**src/rtl/exception_ctrl_pkg.sv**
```systemverilog
// rtl/exception_ctrl_pkg.sv - shared ExcCodes, CP0 bit indices, FSM encoding and flush masks
package exception_ctrl_pkg;

    localparam logic [4:0] EXC_INT  = 5'h00;
    localparam logic [4:0] EXC_ADEL = 5'h04;
    localparam logic [4:0] EXC_ADES = 5'h05;
    localparam logic [4:0] EXC_SYS  = 5'h08;
    localparam logic [4:0] EXC_BP   = 5'h09;
    localparam logic [4:0] EXC_RI   = 5'h0A;
    localparam logic [4:0] EXC_OV   = 5'h0C;

    localparam int STA_IE     = 0;
    localparam int STA_EXL    = 1;
    localparam int STA_IM_LO  = 8;
    localparam int STA_IM_HI  = 15;

    localparam int CAU_EXC_LO = 2;
    localparam int CAU_EXC_HI = 6;
    localparam int CAU_IP_LO  = 10;
    localparam int CAU_IP_HI  = 15;
    localparam int CAU_BD     = 31;

    // flush mask bit order is {if, id, exe, mem}
    localparam logic [3:0] FLUSH_MEM_FAULT = 4'b1111;
    localparam logic [3:0] FLUSH_EXE_FAULT = 4'b1110;
    localparam logic [3:0] FLUSH_ID_FAULT  = 4'b1100;

    typedef enum logic [1:0] {
        ST_IDLE  = 2'd0,
        ST_TAKE  = 2'd1,
        ST_ERET  = 2'd2,
        ST_BLOCK = 2'd3
    } state_t;

    function automatic logic [31:0] epc_of(input logic [31:0] pc, input logic ds);
        return ds ? (pc - 32'd4) : pc;
    endfunction

endpackage

```
**src/rtl/exception_ctrl_if.sv**
```systemverilog
// rtl/exception_ctrl_if.sv - pipeline/CP0 side signal bundle of the exception controller
interface exception_ctrl_if;
    logic [31:0] id_pc;
    logic        id_ds;
    logic        id_sys;
    logic        id_brk;
    logic        id_ri;
    logic        id_eret;
    logic [31:0] exe_pc;
    logic        exe_ds;
    logic        exe_ov;
    logic [31:0] mem_pc;
    logic        mem_ds;
    logic        mem_adel;
    logic        mem_ades;
    logic [31:0] mem_addr;
    logic [5:0]  hw_int;
    logic [31:0] status_cur;
    logic [31:0] cause_cur;
    logic [31:0] epc_cur;

    logic        stall;
    logic        write_sta;
    logic        write_cau;
    logic        write_epc;
    logic        write_bad;
    logic [31:0] status_wr;
    logic [31:0] cause_wr;
    logic [31:0] epc_wr;
    logic [31:0] bad_wr;
    logic        if_flush;
    logic        id_flush;
    logic        exe_flush;
    logic        mem_flush;
    logic        pc_redirect;
    logic [31:0] redirect_pc;

    modport master (
        output id_pc, id_ds, id_sys, id_brk, id_ri, id_eret,
        output exe_pc, exe_ds, exe_ov,
        output mem_pc, mem_ds, mem_adel, mem_ades, mem_addr,
        output hw_int, status_cur, cause_cur, epc_cur,
        input  stall, write_sta, write_cau, write_epc, write_bad,
        input  status_wr, cause_wr, epc_wr, bad_wr,
        input  if_flush, id_flush, exe_flush, mem_flush,
        input  pc_redirect, redirect_pc
    );

    modport slave (
        input  id_pc, id_ds, id_sys, id_brk, id_ri, id_eret,
        input  exe_pc, exe_ds, exe_ov,
        input  mem_pc, mem_ds, mem_adel, mem_ades, mem_addr,
        input  hw_int, status_cur, cause_cur, epc_cur,
        output stall, write_sta, write_cau, write_epc, write_bad,
        output status_wr, cause_wr, epc_wr, bad_wr,
        output if_flush, id_flush, exe_flush, mem_flush,
        output pc_redirect, redirect_pc
    );
endinterface

```
**src/rtl/exc_prio_enc.sv**
```systemverilog
// rtl/exc_prio_enc.sv - picks the oldest pending exception; ERET only wins when nothing else is pending
module exc_prio_enc
    import exception_ctrl_pkg::*;
(
    input  logic [31:0] i_id_pc,
    input  logic        i_id_ds,
    input  logic        i_id_sys,
    input  logic        i_id_brk,
    input  logic        i_id_ri,
    input  logic        i_id_eret,
    input  logic [31:0] i_exe_pc,
    input  logic        i_exe_ds,
    input  logic        i_exe_ov,
    input  logic [31:0] i_mem_pc,
    input  logic        i_mem_ds,
    input  logic        i_mem_adel,
    input  logic        i_mem_ades,
    input  logic [5:0]  i_hw_int,
    input  logic [5:0]  i_im,
    input  logic        i_ie,
    input  logic        i_exl,
    output logic        o_exc,
    output logic        o_eret,
    output logic [4:0]  o_code,
    output logic [31:0] o_pc,
    output logic        o_ds,
    output logic [3:0]  o_flush,
    output logic        o_bad
);
    logic w_int_pend;

    assign w_int_pend = (|(i_hw_int & i_im)) & i_ie & ~i_exl;

    always_comb begin
        o_exc   = 1'b1;
        o_eret  = 1'b0;
        o_code  = EXC_INT;
        o_pc    = i_id_pc;
        o_ds    = i_id_ds;
        o_flush = FLUSH_ID_FAULT;
        o_bad   = 1'b0;
        if (i_mem_adel || i_mem_ades) begin
            o_code  = i_mem_adel ? EXC_ADEL : EXC_ADES;
            o_pc    = i_mem_pc;
            o_ds    = i_mem_ds;
            o_flush = FLUSH_MEM_FAULT;
            o_bad   = 1'b1;
        end else if (i_exe_ov) begin
            o_code  = EXC_OV;
            o_pc    = i_exe_pc;
            o_ds    = i_exe_ds;
            o_flush = FLUSH_EXE_FAULT;
        end else if (i_id_ri) begin
            o_code = EXC_RI;
        end else if (i_id_sys) begin
            o_code = EXC_SYS;
        end else if (i_id_brk) begin
            o_code = EXC_BP;
        end else if (w_int_pend) begin
            o_code = EXC_INT;
        end else begin
            o_exc  = 1'b0;
            o_eret = i_id_eret;
        end
    end
endmodule

```
**src/rtl/exception_ctrl.sv**
```systemverilog
// rtl/exception_ctrl.sv - exception/interrupt arbiter producing CP0 writes, flushes and PC redirect
module exception_ctrl
    import exception_ctrl_pkg::*;
#(
    parameter logic [31:0] EXC_VECTOR = 32'hBFC00380,
    parameter int          BLOCK_CYC  = 2
) (
    input  logic            clk,
    input  logic            reset,
    exception_ctrl_if.slave bus
);
    state_t      r_state;
    logic [7:0]  r_blk;
    logic        r_write_sta, r_write_cau, r_write_epc, r_write_bad;
    logic [31:0] r_status_wr, r_cause_wr, r_epc_wr, r_bad_wr;
    logic [3:0]  r_flush;
    logic        r_pc_redirect;
    logic [31:0] r_redirect_pc;

    logic        w_exc, w_eret, w_ds, w_bad;
    logic [4:0]  w_code;
    logic [31:0] w_pc, w_cause;
    logic [3:0]  w_flush;
    logic        w_exl;

    exc_prio_enc u_prio (
        .i_id_pc    (bus.id_pc),
        .i_id_ds    (bus.id_ds),
        .i_id_sys   (bus.id_sys),
        .i_id_brk   (bus.id_brk),
        .i_id_ri    (bus.id_ri),
        .i_id_eret  (bus.id_eret),
        .i_exe_pc   (bus.exe_pc),
        .i_exe_ds   (bus.exe_ds),
        .i_exe_ov   (bus.exe_ov),
        .i_mem_pc   (bus.mem_pc),
        .i_mem_ds   (bus.mem_ds),
        .i_mem_adel (bus.mem_adel),
        .i_mem_ades (bus.mem_ades),
        .i_hw_int   (bus.hw_int),
        .i_im       (bus.status_cur[STA_IM_HI:STA_IM_LO+2]),
        .i_ie       (bus.status_cur[STA_IE]),
        .i_exl      (bus.status_cur[STA_EXL]),
        .o_exc      (w_exc),
        .o_eret     (w_eret),
        .o_code     (w_code),
        .o_pc       (w_pc),
        .o_ds       (w_ds),
        .o_flush    (w_flush),
        .o_bad      (w_bad)
    );

    assign w_exl = bus.status_cur[STA_EXL];

    // a nested exception (EXL already set) must keep the original BD alongside the untouched EPC
    always_comb begin
        w_cause                        = bus.cause_cur;
        w_cause[CAU_EXC_HI:CAU_EXC_LO] = w_code;
        w_cause[CAU_IP_HI:CAU_IP_LO]   = bus.hw_int;
        if (!w_exl) begin
            w_cause[CAU_BD] = w_ds;
        end
    end

    assign bus.stall = ~reset && (r_state == ST_IDLE) && (w_exc || w_eret);

    always_ff @(posedge clk) begin
        if (reset) begin
            r_state       <= ST_IDLE;
            r_blk         <= 8'd0;
            r_write_sta   <= 1'b0;
            r_write_cau   <= 1'b0;
            r_write_epc   <= 1'b0;
            r_write_bad   <= 1'b0;
            r_status_wr   <= 32'd0;
            r_cause_wr    <= 32'd0;
            r_epc_wr      <= 32'd0;
            r_bad_wr      <= 32'd0;
            r_flush       <= 4'd0;
            r_pc_redirect <= 1'b0;
            r_redirect_pc <= 32'd0;
        end else begin
            r_write_sta   <= 1'b0;
            r_write_cau   <= 1'b0;
            r_write_epc   <= 1'b0;
            r_write_bad   <= 1'b0;
            r_status_wr   <= 32'd0;
            r_cause_wr    <= 32'd0;
            r_epc_wr      <= 32'd0;
            r_bad_wr      <= 32'd0;
            r_flush       <= 4'd0;
            r_pc_redirect <= 1'b0;
            r_redirect_pc <= 32'd0;
            case (r_state)
                ST_IDLE: begin
                    // outputs are computed here so they appear registered in the TAKE/ERET cycle
                    if (w_exc) begin
                        r_state       <= ST_TAKE;
                        r_write_sta   <= 1'b1;
                        r_status_wr   <= bus.status_cur | 32'h2;
                        r_write_cau   <= 1'b1;
                        r_cause_wr    <= w_cause;
                        r_write_epc   <= ~w_exl;
                        r_epc_wr      <= w_exl ? 32'd0 : epc_of(w_pc, w_ds);
                        r_write_bad   <= w_bad;
                        r_bad_wr      <= w_bad ? bus.mem_addr : 32'd0;
                        r_flush       <= w_flush;
                        r_pc_redirect <= 1'b1;
                        r_redirect_pc <= EXC_VECTOR;
                    end else if (w_eret) begin
                        r_state       <= ST_ERET;
                        r_write_sta   <= 1'b1;
                        r_status_wr   <= bus.status_cur & ~32'h2;
                        r_flush       <= FLUSH_ID_FAULT;
                        r_pc_redirect <= 1'b1;
                        r_redirect_pc <= bus.epc_cur;
                    end
                end
                ST_TAKE, ST_ERET: begin
                    r_state <= ST_BLOCK;
                    r_blk   <= 8'(BLOCK_CYC - 1);
                end
                ST_BLOCK: begin
                    if (r_blk == 8'd0) begin
                        r_state <= ST_IDLE;
                    end else begin
                        r_blk <= r_blk - 8'd1;
                    end
                end
                default: r_state <= ST_IDLE;
            endcase
        end
    end

    assign bus.write_sta   = r_write_sta;
    assign bus.write_cau   = r_write_cau;
    assign bus.write_epc   = r_write_epc;
    assign bus.write_bad   = r_write_bad;
    assign bus.status_wr   = r_status_wr;
    assign bus.cause_wr    = r_cause_wr;
    assign bus.epc_wr      = r_epc_wr;
    assign bus.bad_wr      = r_bad_wr;
    assign bus.if_flush    = r_flush[3];
    assign bus.id_flush    = r_flush[2];
    assign bus.exe_flush   = r_flush[1];
    assign bus.mem_flush   = r_flush[0];
    assign bus.pc_redirect = r_pc_redirect;
    assign bus.redirect_pc = r_redirect_pc;
endmodule

```
**src/flat_wrapper.sv**
```systemverilog
// flat-port wrapper written by rule: the top's interface ports become plain ports
module exception_ctrl_flat import exception_ctrl_pkg::*;
#(
    parameter logic [31:0] EXC_VECTOR = 32'hBFC00380,
    parameter int          BLOCK_CYC  = 2
)
  (clk, reset, bus_id_pc, bus_id_ds, bus_id_sys, bus_id_brk, bus_id_ri, bus_id_eret, bus_exe_pc, bus_exe_ds, bus_exe_ov, bus_mem_pc, bus_mem_ds, bus_mem_adel, bus_mem_ades, bus_mem_addr, bus_hw_int, bus_status_cur, bus_cause_cur, bus_epc_cur, bus_stall, bus_write_sta, bus_write_cau, bus_write_epc, bus_write_bad, bus_status_wr, bus_cause_wr, bus_epc_wr, bus_bad_wr, bus_if_flush, bus_id_flush, bus_exe_flush, bus_mem_flush, bus_pc_redirect, bus_redirect_pc);
  exception_ctrl_if bus_i ();
  input  logic clk;
  input  logic reset;
  input wire logic [$bits(bus_i.id_pc)-1:0] bus_id_pc;
  input wire logic [$bits(bus_i.id_ds)-1:0] bus_id_ds;
  input wire logic [$bits(bus_i.id_sys)-1:0] bus_id_sys;
  input wire logic [$bits(bus_i.id_brk)-1:0] bus_id_brk;
  input wire logic [$bits(bus_i.id_ri)-1:0] bus_id_ri;
  input wire logic [$bits(bus_i.id_eret)-1:0] bus_id_eret;
  input wire logic [$bits(bus_i.exe_pc)-1:0] bus_exe_pc;
  input wire logic [$bits(bus_i.exe_ds)-1:0] bus_exe_ds;
  input wire logic [$bits(bus_i.exe_ov)-1:0] bus_exe_ov;
  input wire logic [$bits(bus_i.mem_pc)-1:0] bus_mem_pc;
  input wire logic [$bits(bus_i.mem_ds)-1:0] bus_mem_ds;
  input wire logic [$bits(bus_i.mem_adel)-1:0] bus_mem_adel;
  input wire logic [$bits(bus_i.mem_ades)-1:0] bus_mem_ades;
  input wire logic [$bits(bus_i.mem_addr)-1:0] bus_mem_addr;
  input wire logic [$bits(bus_i.hw_int)-1:0] bus_hw_int;
  input wire logic [$bits(bus_i.status_cur)-1:0] bus_status_cur;
  input wire logic [$bits(bus_i.cause_cur)-1:0] bus_cause_cur;
  input wire logic [$bits(bus_i.epc_cur)-1:0] bus_epc_cur;
  output wire logic [$bits(bus_i.stall)-1:0] bus_stall;
  output wire logic [$bits(bus_i.write_sta)-1:0] bus_write_sta;
  output wire logic [$bits(bus_i.write_cau)-1:0] bus_write_cau;
  output wire logic [$bits(bus_i.write_epc)-1:0] bus_write_epc;
  output wire logic [$bits(bus_i.write_bad)-1:0] bus_write_bad;
  output wire logic [$bits(bus_i.status_wr)-1:0] bus_status_wr;
  output wire logic [$bits(bus_i.cause_wr)-1:0] bus_cause_wr;
  output wire logic [$bits(bus_i.epc_wr)-1:0] bus_epc_wr;
  output wire logic [$bits(bus_i.bad_wr)-1:0] bus_bad_wr;
  output wire logic [$bits(bus_i.if_flush)-1:0] bus_if_flush;
  output wire logic [$bits(bus_i.id_flush)-1:0] bus_id_flush;
  output wire logic [$bits(bus_i.exe_flush)-1:0] bus_exe_flush;
  output wire logic [$bits(bus_i.mem_flush)-1:0] bus_mem_flush;
  output wire logic [$bits(bus_i.pc_redirect)-1:0] bus_pc_redirect;
  output wire logic [$bits(bus_i.redirect_pc)-1:0] bus_redirect_pc;
  assign bus_i.id_pc = bus_id_pc;
  assign bus_i.id_ds = bus_id_ds;
  assign bus_i.id_sys = bus_id_sys;
  assign bus_i.id_brk = bus_id_brk;
  assign bus_i.id_ri = bus_id_ri;
  assign bus_i.id_eret = bus_id_eret;
  assign bus_i.exe_pc = bus_exe_pc;
  assign bus_i.exe_ds = bus_exe_ds;
  assign bus_i.exe_ov = bus_exe_ov;
  assign bus_i.mem_pc = bus_mem_pc;
  assign bus_i.mem_ds = bus_mem_ds;
  assign bus_i.mem_adel = bus_mem_adel;
  assign bus_i.mem_ades = bus_mem_ades;
  assign bus_i.mem_addr = bus_mem_addr;
  assign bus_i.hw_int = bus_hw_int;
  assign bus_i.status_cur = bus_status_cur;
  assign bus_i.cause_cur = bus_cause_cur;
  assign bus_i.epc_cur = bus_epc_cur;
  assign bus_stall = bus_i.stall;
  assign bus_write_sta = bus_i.write_sta;
  assign bus_write_cau = bus_i.write_cau;
  assign bus_write_epc = bus_i.write_epc;
  assign bus_write_bad = bus_i.write_bad;
  assign bus_status_wr = bus_i.status_wr;
  assign bus_cause_wr = bus_i.cause_wr;
  assign bus_epc_wr = bus_i.epc_wr;
  assign bus_bad_wr = bus_i.bad_wr;
  assign bus_if_flush = bus_i.if_flush;
  assign bus_id_flush = bus_i.id_flush;
  assign bus_exe_flush = bus_i.exe_flush;
  assign bus_mem_flush = bus_i.mem_flush;
  assign bus_pc_redirect = bus_i.pc_redirect;
  assign bus_redirect_pc = bus_i.redirect_pc;
  exception_ctrl #(.EXC_VECTOR(EXC_VECTOR), .BLOCK_CYC(BLOCK_CYC)) u_core (.clk(clk), .reset(reset), .bus(bus_i));
endmodule
```
**config.mk**
```make
export PLATFORM = sky130hd
export DESIGN_NAME = exception_ctrl_flat
export DESIGN_NICKNAME = d
export VERILOG_FILES = /design/src/rtl/exception_ctrl_pkg.sv /design/src/rtl/exception_ctrl_if.sv /design/src/rtl/exc_prio_enc.sv /design/src/rtl/exception_ctrl.sv /design/src/flat_wrapper.sv
export SDC_FILE = /design/constraint.sdc
export NUM_CORES = 1
export LEC_CHECK = 0
export ABC_AREA = 1
export BUFFER_PORTS_ARGS = -buffer_cell sky130_fd_sc_hd__buf_4
export CORE_AREA = 2 2 158 160
export DETAILED_ROUTE_END_ITERATION = 8
export DIE_AREA = 0 0 160 162
export MAX_ROUTING_LAYER = met4
export SLEW_MARGIN = 20
export SYNTH_ARGS = -nofsm -noshare
export SYNTH_HDL_FRONTEND = slang
export SYNTH_HIERARCHICAL = 1
export SYNTH_SLANG_ARGS = --single-unit
export TNS_END_PERCENT = 30
```
**constraint.sdc**
```tcl
create_clock -name clk -period 2.6 [get_ports clk]
set_clock_uncertainty 0.05 [all_clocks]
set_input_delay 0.26 -clock clk [delete_from_list [all_inputs] [get_ports clk]]
set_output_delay 0.26 -clock clk [all_outputs]
set_load 0.02 [all_outputs]
```
==> After elaboration in Yosys (flattened, before gate mapping) <==
Cells that the tools add are included.
{ "word_totals": {"reg_bits": 178, "latch_bits": 0, "ramBits": 0, "mem_bits_ro": 0, "output_inout_bits": 170, "n_memories": 0} }
{ "op_classes": {"n_addsub": 2, "multipliers": 0, "n_div": 0, "magnitude_cmp": 0, "n_eq_ne": 6, "shifts": 0, "n_mux": 42, "bitwise_logic": 9, "n_reduce_logical": 16} }
{ "ops": {"columns": ["op", "n"], "rows": [
  ["32-bit 2-to-1 mux", 7],
  ["32-bit by 3-bit subtractor with 32-bit output, second input constant", 1],
  ["4-bit 2-to-1 mux", 7],
  ["1-bit 2-to-1 mux", 20],
  ["8-bit case mux with 2 select lines", 1],
  ["4-bit OR reduction", 3],
  ["2-bit 2-to-1 mux", 5],
  ["8-bit logical NOT", 1],
  ["8-bit 2-to-1 mux", 1],
  ["8-bit by 1-bit subtractor with 8-bit output, second input constant", 1],
  ["6-bit AND", 1],
  ["1-bit NOT", 6],
  ["2-bit case mux with 3 select lines", 1],
  ["6-bit OR reduction", 1],
  ["2-bit == test, second input constant", 2],
  ["2-bit AND reduction", 2],
  ["2-bit OR reduction", 2],
  ["3-bit by 1-bit != test with 1-bit output, second input constant", 1],
  ["3-bit OR reduction", 1],
  ["1-bit AND", 2],
  ["2-bit by 1-bit == test with 1-bit output, second input constant", 1],
  ["1-bit logical AND", 2],
  ["2-bit logical NOT", 1],
  ["1-bit logical OR", 2],
  ["3 further kinds", 3]
]} }

==> Longest topological paths before layout <==
{ "depth": {"depth_word": 13, "mapped_depth": 16, "depth_no_buf": 15} }

==> By module <==
Netlist, hierarchy kept.
{ "modules_own_cells": {"columns": ["mod", "n_inst", "cells_each", "area_per_inst_um2", "seq_area_each_um2"], "rows": [
  ["exception_ctrl", 1, 751, 5980.7, 3543.4],
  ["exc_prio_enc", 1, 183, 829.5, 0.0]
]} }

==> Least setup slack after synthesis <==
Ideal clock, no wire load.
{ "synth_timing": {"path_kind": "input to register", "start": "input bus_mem_ades", "end": "register u_core.r_epc_wr[20] (netlist: u_core/bus.epc_wr[20])", "setup_ns": 0.114, "arrival_time_ns": 1.781, "required_time_ns": 2.436, "slack_ns": 0.655, "stages": 15, "cell_sequence": "nor2_4 > inv_2 > buf_2 > nand2_1 > o21ai_1 > inv_1 > ha_1 > nand2_1 > inv_1 > nand2_1 > nor2_1 > nand2_1 > nor2_4 > xor2_1 > nor2_1"} }
{ "synth_between": {"elab_chain_cells": 4} }
{ "synth_rtl": {"columns": ["item", "line", "text"], "rows": [
  ["start: declaration", "flat_wrapper.sv:23", "input wire logic [$bits(bus_i.mem_ades)-1:0] bus_mem_ades;"],
  ["1-bit logical OR", "exc_prio_enc.sv:42", "if (i_mem_adel || i_mem_ades) begin"],
  ["32-bit 2-to-1 mux", "exc_prio_enc.sv:42", null],
  ["net u_core.w_pc[2]", "exception_ctrl.sv:22", "logic [31:0] w_pc, w_cause;"],
  ["32-bit by 3-bit subtractor with 32-bit output", "exception_ctrl_pkg.sv:36", "return ds ? (pc - 32'd4) : pc;"],
  ["32-bit 2-to-1 mux", "exception_ctrl_pkg.sv:36", null],
  ["end signal: assignment", "exception_ctrl.sv:104", "r_epc_wr <= w_exl ? 32'd0 : epc_of(w_pc, w_ds);"],
  ["end: declaration", "exception_ctrl.sv:15", "logic [31:0] r_status_wr, r_cause_wr, r_epc_wr, r_bad_wr;"]
]} }
The timed path passes the listed nets, and every way through them passes these cells.
A chain may end at the register's enable or synchronous reset.

==> Final worst setup path <==
{ "layout_timing": {"start": "input bus_hw_int[3]", "end": "output bus_stall"} }
{ "layout_between": {"elab_chain_cells": 12} }
{ "layout_rtl": {"columns": ["item", "line", "text"], "rows": [
  ["start: declaration", "flat_wrapper.sv:25", "input wire logic [$bits(bus_i.hw_int)-1:0] bus_hw_int;"],
  ["6-bit AND", "exc_prio_enc.sv:32", "assign w_int_pend = (|(i_hw_int & i_im)) & i_ie & ~i_exl;"],
  ["6-bit OR reduction", "exc_prio_enc.sv:32", null],
  ["1-bit AND (2 in series)", "exc_prio_enc.sv:32", null],
  ["1-bit 2-to-1 mux", "exc_prio_enc.sv:59", "end else if (w_int_pend) begin"],
  ["1-bit 2-to-1 mux", "exc_prio_enc.sv:57", "end else if (i_id_brk) begin"],
  ["1-bit 2-to-1 mux", "exc_prio_enc.sv:55", "end else if (i_id_sys) begin"],
  ["1-bit 2-to-1 mux", "exc_prio_enc.sv:53", "end else if (i_id_ri) begin"],
  ["1-bit 2-to-1 mux", "exc_prio_enc.sv:48", "end else if (i_exe_ov) begin"],
  ["1-bit 2-to-1 mux", "exc_prio_enc.sv:42", null],
  ["net u_core.w_exc", "exception_ctrl.sv:20", "logic w_exc, w_eret, w_ds, w_bad;"],
  ["1-bit logical OR", "exception_ctrl.sv:65", "assign bus.stall = ~reset && (r_state == ST_IDLE) && (w_exc || w_eret);"],
  ["1-bit logical AND", "exception_ctrl.sv:65", null],
  ["end: declaration", "flat_wrapper.sv:29", "output wire logic [$bits(bus_i.stall)-1:0] bus_stall;"]
]} }
The timed path passes the listed nets, and every way through them passes these cells.

==> reports/metrics.cfg <==
[timing]
fin_tns_setup_ns=0
slew_viol_final=0
hold_viol_final=0
max_freq_ghz=0.415
slew_headroom_pct=49.5
setup_viol_count_final=0
fin_crit_sh_pct=92.7
hold_slack_ns=0.0197
min_period_ns=2.41
rsz0062_at_grt=no
worst_slew_pin_slew_ns=0.749

[clock_tree]
clk_latency_ns=0.42
cts_made_buffers=17
cts_tree=built
clkTransAtPathRegs_ns=0.08
cts_max_level=4
clock_sinks=177
cts-root-buf=clkbuf_16
cts.path.max_buffers=2
postCtsSetupRepairBufs=0

[critical_path]
cp-end-kind=primary output
reg2reg_depth=9
cp_slowest_stage_delay_ns=0.54
critical_path_buf_inv_count=5
crit_arrival_ns=2.10
critPathLaunchType=primary input
crit_slowest_cell=dlygate4sd3_1
crit_family=buffers and inverters
worstPathRequired_ns=2.29
path_cells=dlygate4sd3_1 > buf_4 > nand2_1 > nand2_1 > nor2_1 > nand2_1 > nand2_1 > nand2_1 > buf_4 > nor2_2 > o21ai_4 > inv_1 > buf_4
crit_cells=13
critPathKind=primary input to primary output
critPathMaxFanout=6
crit_top_cell=nand2_1

[synth]
yosys_warnings=6
yosys.area.top_type_share_pct=52.0
syn_area_um2=6810
ys_seq_area_share_pct=52.0
synth_top_cell_by_area=dfxtp_1
async_reset_ff_share_pct=0
synth-edff-count=0
ys_top_cells_by_area=dfxtp_1, nor2_1, inv_1, nand2_1, o21ai_0
netlist_instances=934
synth-seq-cells=177
syn_area_per_cell_um2=7.29
synth_flop_cell=dfxtp_1
ys_types=30

[die]
die_w_um=160
rows=57
die-height_um=162
start_util_pct=28.3
die_area_um2=25900
core_area_um2=24100
num_io_pins=412

[routing]
ant_nets=0
num_vias=7351
drtPass1Iterations=5
drc=0
viasPerCell=4.16
drtIter0Drc=289
wl_per_cell_um=14.2
routed_wirelength_mm=25.0

[placed_design]
numPortBuffers=400
dp.cells=1640
gp_congestion=0.886
hpwl_mm=19.1

[global_routing]
grt_max_degree=34
grt_first_pass_wirelength_mm=38.3
grt-ovfl-total=0
gr-usage-all-layers_pct=19.4
antenna_found_initial=0
grt_pass1_vias=7414

[pwr]
p_leak_uw=0.00620
max-vdd-ir-drop_uv=499
total_power_uw=8430
power_density_nw_per_um2=719

[final_layout]
stdcell_count=1767
syn2layout_area_growth_pct=72.1
fin_nets=1678
drive_above_1_share_pct=32.2
antennaDiodeCount=0

[run_status]
status=finished clean

[hold_path]
hp-class=primary input to flop
whs_path_depth=3

[run]
cap_violations=0

cell families (layout without fill, tap and decap cells):
logic type	Yosys count	count (layout)	synth area share [%]
XOR/XNOR	7	7	0.900
buffers and inverters	211	719	12.6
AO/OA/AOI/OAI	117	117	8.84
AND/OR/NAND/NOR	414	414	24.4
adder cells (fa/ha/maj)	6	6	1.10
other	2	3	0.110
flip-flops	177	177	52.0
sequential cells by signal (all words and copies together) (netlist names):
name and count:
u_core/bus.bad_wr 32, u_core/bus.cause_wr 32, u_core/bus.epc_wr 32, u_core/bus.redirect_pc 32, u_core/bus.status_wr 32, u_core/r_blk 8, u_core/r_flush 4, u_core/r_state 2
u_core/bus.pc_redirect 1, u_core/bus.write_bad 1, u_core/bus.write_epc 1
synth_stat cells (3+ instances only):
master / number
buf_4: 10
dfxtp_1: 177
inv_1: 171
o21ai_1: 29
buf_1: 3
inv_2: 5
o21ai_0: 52
clkbuf_1: 7
nor2_4: 4
nand4_1: 4
nand3_1: 21
o21a_1: 4
a21oi_1: 29
ha_1: 6
buf_2: 11
nor2_1: 256
nand2_1: 118
xor2_1: 5
nor3_1: 4
through the flow:
stage	util, %	setup WS, ns	instance area, um2
floorplan	-	0.655	6810
global placement	42.2	0.198	10200
detailed placement	42.2	0.145	10200
CTS	48.6	0.0312	11700
global route	48.6	0.0297	11700
finish	48.6	0.190	11700
routing by layer:
layer | up-vias | part of all wire [%] | GRT usage (%)
met4 | 0 | 2.5 | 6.84
met3 | 35 | 7.3 | 5.11
met2 | 300 | 51 | 34.8
met5 | - | 0 | -
met1 | 3253 | 40 | 20.7
li1 | 3763 | - | -
report_power, final:
| group | internal (uW) | total (uW) | leakage [uW] | switching, uW |
|---|---|---|---|---|
| registers | 3120 | 3260 | 0.00145 | 148 |
| logic | 1090 | 2580 | 0.00446 | 1490 |
| clock network | 1330 | 2590 | 0.000292 | 1260 |
path summary, 6_finish.rpt:
| kind | from | to | slack, ns |
|---|---|---|---|
| worst min register to register | u_core/r_blk[7] | u_core/r_blk[7] | 0.46 |
| worst max-delay path | bus_hw_int[3] | bus_stall | 0.19 |
| worst min-delay path | bus_hw_int[4] | u_core/bus.cause_wr[14] | 0.02 |
| worst max register to register | u_core/r_state[1] | u_core/bus.epc_wr[22] | 0.90 |
cells in the final DEF (no fill, tap or decap), types with 17 or more instances in the layout:
cell / count
dlygate4sd3_1: 95
dfxtp_1: 177
o21ai_0: 51
inv_1: 171
buf_4: 415
nor2_1: 255
o21ai_1: 29
clkbuf_16: 17
a21oi_1: 29
nand2_1: 118
nand3_1: 21
area by class of cell:
type                    count  area, um2
multi-input cells         547       2420
inverters                 176        661
fillers                  2347      12400
clock inverters            14        164
repair buffers            511       4090
well taps                 324        405
clock buffers              18        439
flip-flops and latches    177       3540
timing repair:
| action | 4_1_cts | 5_1_grt |
|---|---|---|
| hold buffers | 95 | 0 |
| endpoints found under the setup margin | 0 | 1 |
| resized for setup | 0 | 1 |
| endpoints found under the hold margin | 95 | 0 |
worst min-delay path, delay by kind of cell:
family / cells / cell delay (ns)
buf+inv: 2 / 0.15
simple gates: 1 / 0.04
Note: power is estimated with default switching activity, not from simulation.
